## config.mk

```make
export PLATFORM = sky130hd
export DESIGN_NAME = onebit_core_param
export DESIGN_NICKNAME = d
export VERILOG_FILES = /design/src/rtl/onebit_core_param.sv
export SDC_FILE = /design/constraint.sdc
export NUM_CORES = 1
export LEC_CHECK = 0
export CAP_MARGIN = 40
export CORE_ASPECT_RATIO = 1.1
export CORE_UTILIZATION = 30
export CTS_BUF_LIST = sky130_fd_sc_hd__clkbuf_4
export CTS_CLUSTER_SIZE = 14
export DETAILED_ROUTE_END_ITERATION = 10
export PLACE_DENSITY = 0.5
export SLEW_MARGIN = 0
export SYNTH_ARGS = -nofsm -noshare
export SYNTH_HDL_FRONTEND = slang
export SYNTH_SLANG_ARGS = --single-unit
```

## constraint.sdc

```tcl
create_clock -name clk -period 5.1 [get_ports clk]
set_input_delay 1.02 -clock clk [delete_from_list [all_inputs] [get_ports clk]]
set_output_delay 1.02 -clock clk [all_outputs]
set_load 0.05 [all_outputs]
```

## src/rtl/onebit_core_param.sv

```systemverilog
// Parametrised 1-bit processor core with serial program load, scratch bits and single-step.
// Latency: one instruction retires per enabled cycle; fetch/decode is combinational from mem[pc].
// Backpressure: none; step_en/step gate retirement, and en=1 holds the core in load mode.
module onebit_core_param #(
    parameter int IN_REGS    = 2,
    parameter int OUT_REGS   = 7,
    parameter int SCR_REGS   = 4,
    parameter int PROG_DEPTH = 16,
    parameter int AW         = 5,
    localparam int INSTR_W   = 3 + 2 * AW,
    localparam int PW        = $clog2(PROG_DEPTH)
) (
    input  logic                clk,
    input  logic                reset,
    input  logic                en,
    input  logic [IN_REGS-1:0]  inReg,
    input  logic                step_en,
    input  logic                step,
    output logic [OUT_REGS-1:0] outReg,
    output logic [PW-1:0]       pc,
    output logic                instr_loaded
);

    localparam int CW = $clog2(INSTR_W);

    logic [INSTR_W-1:0]  mem_q [PROG_DEPTH];
    logic [INSTR_W-2:0]  shift_q, shift_d;
    logic [CW-1:0]       bitcnt_q, bitcnt_d;
    logic [PW-1:0]       ld_ptr_q, ld_ptr_d;
    logic [PW-1:0]       pc_q, pc_d;
    logic [OUT_REGS-1:0] out_q, out_d;
    logic [SCR_REGS-1:0] scr_q, scr_d;
    logic                ld_pulse_q, ld_pulse_d;

    logic [INSTR_W-1:0]  instr;
    logic [INSTR_W-1:0]  ld_word;
    logic [2:0]          op;
    logic [AW-1:0]       fa, fb;
    logic                ra, rb, wval, wr_en, retire, commit;

    assign instr   = mem_q[pc_q];
    assign op      = instr[INSTR_W-1 -: 3];
    assign fa      = instr[2*AW-1 -: AW];
    assign fb      = instr[AW-1:0];
    assign retire  = ~en & (~step_en | step);
    assign commit  = en && (bitcnt_q == CW'(INSTR_W - 1));
    assign ld_word = {shift_q, inReg[0]};

    // Register file read: inputs, then outputs, then scratch; unmapped addresses read 0.
    always_comb begin
        ra = 1'b0;
        rb = 1'b0;
        for (int i = 0; i < IN_REGS; i++) begin
            if (int'(fa) == i) ra = inReg[i];
            if (int'(fb) == i) rb = inReg[i];
        end
        for (int i = 0; i < OUT_REGS; i++) begin
            if (int'(fa) == IN_REGS + i) ra = out_q[i];
            if (int'(fb) == IN_REGS + i) rb = out_q[i];
        end
        for (int i = 0; i < SCR_REGS; i++) begin
            if (int'(fa) == IN_REGS + OUT_REGS + i) ra = scr_q[i];
            if (int'(fb) == IN_REGS + OUT_REGS + i) rb = scr_q[i];
        end
    end

    always_comb begin
        wval  = 1'b0;
        wr_en = 1'b0;
        case (op)
            3'b001:  begin wval = ra;      wr_en = 1'b1; end
            3'b010:  begin wval = ~ra;     wr_en = 1'b1; end
            3'b011:  begin wval = rb & ra; wr_en = 1'b1; end
            3'b100:  begin wval = rb | ra; wr_en = 1'b1; end
            3'b101:  begin wval = rb ^ ra; wr_en = 1'b1; end
            default: ;
        endcase
    end

    always_comb begin
        pc_d  = pc_q;
        out_d = out_q;
        scr_d = scr_q;
        if (en) begin
            pc_d = '0;
        end else if (retire) begin
            case (op)
                3'b110:  pc_d = ra ? pc_q + PW'(1) : fb[PW-1:0];
                3'b111:  pc_d = fb[PW-1:0];
                default: pc_d = pc_q + PW'(1);
            endcase
            // Input and unmapped destinations simply match no bit below.
            if (wr_en) begin
                for (int i = 0; i < OUT_REGS; i++)
                    if (int'(fb) == IN_REGS + i) out_d[i] = wval;
                for (int i = 0; i < SCR_REGS; i++)
                    if (int'(fb) == IN_REGS + OUT_REGS + i) scr_d[i] = wval;
            end
        end
    end

    // Counter and pointer sit at 0 outside load mode, so each session starts at word 0.
    always_comb begin
        shift_d    = shift_q;
        bitcnt_d   = bitcnt_q;
        ld_ptr_d   = ld_ptr_q;
        ld_pulse_d = 1'b0;
        if (!en) begin
            bitcnt_d = '0;
            ld_ptr_d = '0;
        end else begin
            shift_d = {shift_q[INSTR_W-3:0], inReg[0]};
            if (commit) begin
                bitcnt_d   = '0;
                ld_ptr_d   = ld_ptr_q + PW'(1);
                ld_pulse_d = 1'b1;
            end else begin
                bitcnt_d = bitcnt_q + CW'(1);
            end
        end
    end

    always_ff @(posedge clk or negedge reset) begin
        if (!reset) begin
            for (int i = 0; i < PROG_DEPTH; i++) mem_q[i] <= '0;
            shift_q    <= '0;
            bitcnt_q   <= '0;
            ld_ptr_q   <= '0;
            pc_q       <= '0;
            out_q      <= '0;
            scr_q      <= '0;
            ld_pulse_q <= 1'b0;
        end else begin
            if (commit) mem_q[ld_ptr_q] <= ld_word;
            shift_q    <= shift_d;
            bitcnt_q   <= bitcnt_d;
            ld_ptr_q   <= ld_ptr_d;
            pc_q       <= pc_d;
            out_q      <= out_d;
            scr_q      <= scr_d;
            ld_pulse_q <= ld_pulse_d;
        end
    end

    assign outReg       = out_q;
    assign pc           = pc_q;
    assign instr_loaded = ld_pulse_q;

endmodule

```

## Word level (Yosys, flattened, before mapping)

Index checks and enable logic that the tools add are counted.

- Add/sub/neg operators: 3
- $lt $le $gt $ge: 3
- Equal/unequal tests: 33
- Multiplexer cells: 44
- Bitwise logic cells: 10
- Reduce and logical (&&, ||, !) cells: 17

Operator list:

| kind | number |
|---|---|
| $bwmux W208 | 1 |
| $bmux W13 S4 | 1 |
| $demux W13 S4 | 1 |
| $eq A5 B5 Y1 const B | 10 |
| $reduce_and A4 Y1 | 11 |
| $eq A5 B4 Y1 const B | 8 |
| $mux W13 | 3 |
| $mux W1 | 29 |
| $mux W4 | 7 |
| $eq A5 B3 Y1 const B | 4 |
| $add A4 B1 Y4 const B | 3 |
| $eq A3 B3 Y1 const B | 4 |
| $eq A5 B2 Y1 const B | 2 |
| $ge A5 B5 Y1 const B | 2 |
| $logic_not A5 Y1 | 2 |
| $not A4 Y5 | 2 |
| $pmux W4 S2 | 1 |
| $eq A3 B2 Y1 const B | 2 |
| $lt A5 B1 Y1 const B | 1 |
| $pmux W1 S5 | 1 |
| $reduce_or A5 Y1 | 1 |
| $eq A4 B4 Y1 const B | 1 |
| $eq A3 B1 Y1 const B | 1 |
| $not A1 Y1 | 3 |
| other kinds (6) | 9 |

- Flip-flop bits (word level): 244
- Bits of input ports: 7
- Output and inout port bits: 12
- Word-level logic and storage cells: 142

## Depth between registers and ports, before layout

- Word-level depth: 22
- Depth in mapped cells: 21
- Mapped depth without buffers: 15

## Worst setup path after synthesis

No wires, ideal clock.

- Kind: register to register
- Start point: register pc_q[1], in the netlist pc[1]
- End point: register out_q[6], in the netlist outReg[6]
- Setup time: 0.125 ns
- Arrival: 4.176 ns
- Data required time: 4.975 ns
- Setup slack: 0.800 ns
- Cell stages (with the launch flop): 18
- Buffers on the path: 5
- Period minus slack after synthesis: 4.300 ns
- Cells stage by stage: dfrtp_1 > buf_2 > buf_4 > buf_2 > clkbuf_1 > mux4_2 > a22oi_1 > nand2_1 > mux4_2 > mux2i_1 > nand3_1 > and3b_1 > ha_1 > o2111ai_1 > a31o_1 > nand4_1 > buf_2 > mux2_2

- Longest elaborated chain between the ends: 20
- Elaborated cells between the ends (all ways): 69

Ends and longest elaborated chain:

| what | RTL line | text |
|---|---|---|
| from (decl) | 30 | `logic [PW-1:0] pc_q, pc_d;` |
| from (signal assigned) | 138 | `pc_q <= pc_d;` |
| $not A4 Y5 (not written as such) (*) | 41 | `assign instr = mem_q[pc_q];` |
| $bmux W13 S4 (*) | 41 |  |
| $mux W13 (not written as such) (*) (2 in series) | 41 |  |
| $logic_not A5 Y1, on equally long branches | 55, 54 |  |
| $mux W1, on equally long branches (2 in series) | 55, 54 |  |
| $mux W1, on equally long branches (7 in series) | 59, 58 |  |
| $mux W1, on equally long branches (4 in series) | 63, 62 |  |
| $xor A1 B1 Y1, or another cell as far along | 75 | `3'b101: begin wval = rb ^ ra; wr_en = 1'b1; end` |
| $pmux W1 S5 | 70 | `case (op)` |
| to (signal assigned) | 139 | `out_q <= out_d;` |
| to (decl) | 31 | `logic [OUT_REGS-1:0] out_q, out_d;` |

Mark *: on every way between the ends. The rest lies on a longest branch, timed or not. The select of a mux whose other input is x is not followed.
A chain may end at the register's enable or synchronous reset.

## Worst setup path after layout

- Start point: register pc_q[0], in the netlist pc[0]
- End point: register out_q[6], in the netlist outReg[6]

Same word-level chain as after synthesis.

==> metrics.md <==
| Metric | Value |
|---|---|
| Largest net degree at the start of global routing | 91 |
| Initial antenna violation count | 2 |
| MaxCap Viol Count | 0 |
| IR drop worst, VDD | 0.000167 V |
| CTS HTree Levels | 3 |
| Num CTS Buffers | 72 |
| Share of post-route cells with drive strength above 1 | 0.429 |
| Worst path bufs/invs | 2 |
| Latest clock arrival within the worst-skew pair | roughly 700 ps |
| Clk_skew | 49.6 ps |
| Hold Vio Cnt, Final | 0 |
| Effective utilization at floorplan | 0.304 |
| Filler cell count in the final layout | around 3800 |
| Total detailed-routing wirelength | 31.4 mm |
| CP Class | register to register |
| Post-CTS Hold Fix Bufs | 0 |
| CP delay by family, top | multiplexers |
| Router iterations before antenna repair | 5 |
| Flops & latches, synth | roughly 240 |
| Area of the core | slightly below 40000 µm² |
| Synthesized net count | 895 |
| Min-Delay Path Class | input port to asynchronous set/reset pin |
| Total leakage power | around 6.6 nW |
| CP Capture Type | register |
| Area Growth Syn to Fin | 15.8% |
| Required time of the critical path | between 5000 and 6000 ps |
| Actual slew at the worst max-slew pin | just under 800 ps |
| Post-synth ARST share | 1.00 |
| Synth warnings | 0 |
| Clock slew seen by the registers of the worst setup and hold paths | 60 ps |
| Run status | complete, no violations |
| Placer congestion estimate | about 0.8 |
| Maximum fanout along the worst path | 33 |
| Yosys top cell area share | 0.514 |
| Area occupied by multi-input gates | around 5400 µm² |
| Fmax | 226 MHz |
| Resize count post-CTS | 0 |
| Core Rows | 76 |
| RSZ-0062 raised after global routing | false |
| Pins Over Slew Limit | 0 |
| Crit. path cell count | 14 |
| Routed wire per std cell | 20.9 µm |
| R2R cell count | 14 |
| Gate Count Post-Synth | between 800 and 900 |
| CP Launch Type | register |
| Worst path arrival time | around 5000 ps |
| CTS Sinks | 244 |
| Port bufs | 18 |
| Tmin final | 4430 ps |
| Slew margin rel. | 0.479 |
| First-pass GRT wire length | a little under 50 mm |
| CTS tree | built |
| Overflow after GRT | 0 |
| FF/Latch Area | just over 6000 µm² |
| Routed Antenna Nets | 0 |
| Total setup buffers inserted after CTS | 0 |
| Final HPWL DP | between 20 and 25 mm |
| Final count of negative-setup-slack endpoints | 0 |
| Yosys cell types | 57 |
| Number of global-route vias before repair | ~8100 |
| DRT iter0 DRCs | slightly below 400 |
| Fin nets | 960 |
| Via count | ~7700 |
| Mapped cell area | around 12000 µm² |
| Die width | around 190 µm |
| CTS root buffer | clkbuf_4 |
| Top cells by area, synth | dfrtp_1, mux2_2, mux4_2 |
| Post-Syn Area per Cell | about 14 µm² |
| Register area share after synthesis | 0.514 |
| Post-synth EDFFs | 0 |
| Die ar. | 40400 µm² |
| Post-route DRC | 0 |
| Hold Slack | roughly 380 ps |
| DIE HEIGHT | 211 µm |
| # IOs | 19 |
| Clock tree buffer depth | 3 |
| Synth area leader | dfrtp_1 |
| CP most frequent cell | mux2_2 |
| Pwr per Cell Area | between 300 and 400 nW/µm² |
| Worst stage delay on the critical path | 810 ps |
| Setup TNS | 0 ps |
| Total Power | approximately 0.0044 W |
| DR vias/cell | between 5 and 6 |
| CP max-delay cell | dfrtp_4 |
| Period utilisation layout | 0.869 |
| Cell breakdown of the critical path | buf_4 > mux4_2 > mux2i_4 > mux2i_2 > mux2_2 > o211ai_1 > a211oi_1 > nor2_1 > inv_1 > ha_1 > o2111ai_1 > a31o_1 > nand4_1 > mux2_2 |
| Gr usage total | 0.162 |
| Top_reg_cell synth | dfrtp_1 |
[sequential cells by signal, summed over array words and instances (netlist names)]
name,cells
bitcnt_q,4
instr_loaded,1
ld_ptr_q,4
mem_q,208
outReg,7
pc,4
scr_q,4
shift_q,12
[through the flow]
stage               worst slack [ps]  cell area (µm²)   util  instances
finish                           669            13800  0.352       1502
floorplan                        800            11900      -        879
CTS                              614            13800  0.352       1500
global route                     270            13800  0.352       1502
detailed placement               625            12900  0.329       1377
global placement                 662            12600  0.322       1362
[where the power goes]
part | switching [W] | internal (W)
registers | 0.000188 | 0.00197
logic | 0.000212 | 0.000153
clock network | 0.000843 | 0.00102
[per-layer routing]
metal	track usage	part of all wire	up-vias	wire, µm
li1	-	-	3448	-
met1	0.227	0.48	4019	15000
met2	0.247	0.46	154	14600
met3	0.0321	0.039	48	1240
met4	0.0613	0.021	0	650
met5	0	0	-	0
[synthesized netlist by cell type, types with 10 or more instances]
| master | instances |
|---|---|
| mux4_2 | 30 |
| nor2_1 | 18 |
| nand2_1 | 52 |
| o21ai_0 | 15 |
| mux2i_1 | 50 |
| a221oi_1 | 21 |
| a22oi_1 | 10 |
| buf_1 | 19 |
| clkbuf_1 | 25 |
| mux2_2 | 242 |
| buf_2 | 10 |
| dfrtp_1 | 244 |
| and2_1 | 11 |
[final timing paths]
check / startpoint / endpoint / slack (ps)
worst max register to register: pc[0] / outReg[6] / 670
worst max-delay path: pc[0] / outReg[6] / 670
min in group clk: bitcnt_q[0] / bitcnt_q[0] / 490
worst min-delay path: reset / mem_q[188] / 380
worst min register to register: bitcnt_q[0] / bitcnt_q[0] / 490
max in group asynchronous: reset / mem_q[132] / 3670
[logic make-up (layout without fill, tap and decap cells)]
group,Yosys count,in the layout,share of synthesized area
compound gates,82,82,0.0512
buf+inv,73,187,0.0279
simple gates,141,141,0.0600
fa+ha+maj,9,9,0.00948
xor+xnor,4,4,0.00295
mux,326,326,0.335
other cells,0,2,0
flops,244,244,0.514
[layout by cell type (no fill, tap or decap), types with 6 or more instances in the layout]
cell             synthesis  layout
mux2_2                 242     242
dfrtp_1                244     242
clkbuf_4                 0     102
nand2_1                 52      52
mux2i_1                 50      50
mux4_2                  30      30
a221oi_1                21      21
nor2_1                  18      18
buf_4                    5      18
clkdlybuf4s50_1          0      17
clkinv_1                 1      16
o21ai_0                 15      15
buf_8                    1      13
and2_1                  11      11
a22oi_1                 10      10
inv_1                    9       9
nand3_1                  9       9
ha_1                     9       9
nand4_1                  8       8
nor2b_1                  8       7
o211ai_1                 7       7
and3_1                   7       7
nand2b_1                 6       6
nor3_1                   6       6
[final cells by class]
class                   instances  share of cell area
repair buffers                 53              0.0453
clock buffers                 102              0.0556
diodes                          2            0.000364
inverters                      11             0.00300
flip-flops and latches        244               0.444
multi-input cells             562               0.396
clock inverters                21             0.00982
well taps                     507              0.0461
No activity file was read; power rests on OpenSTA's default activity.
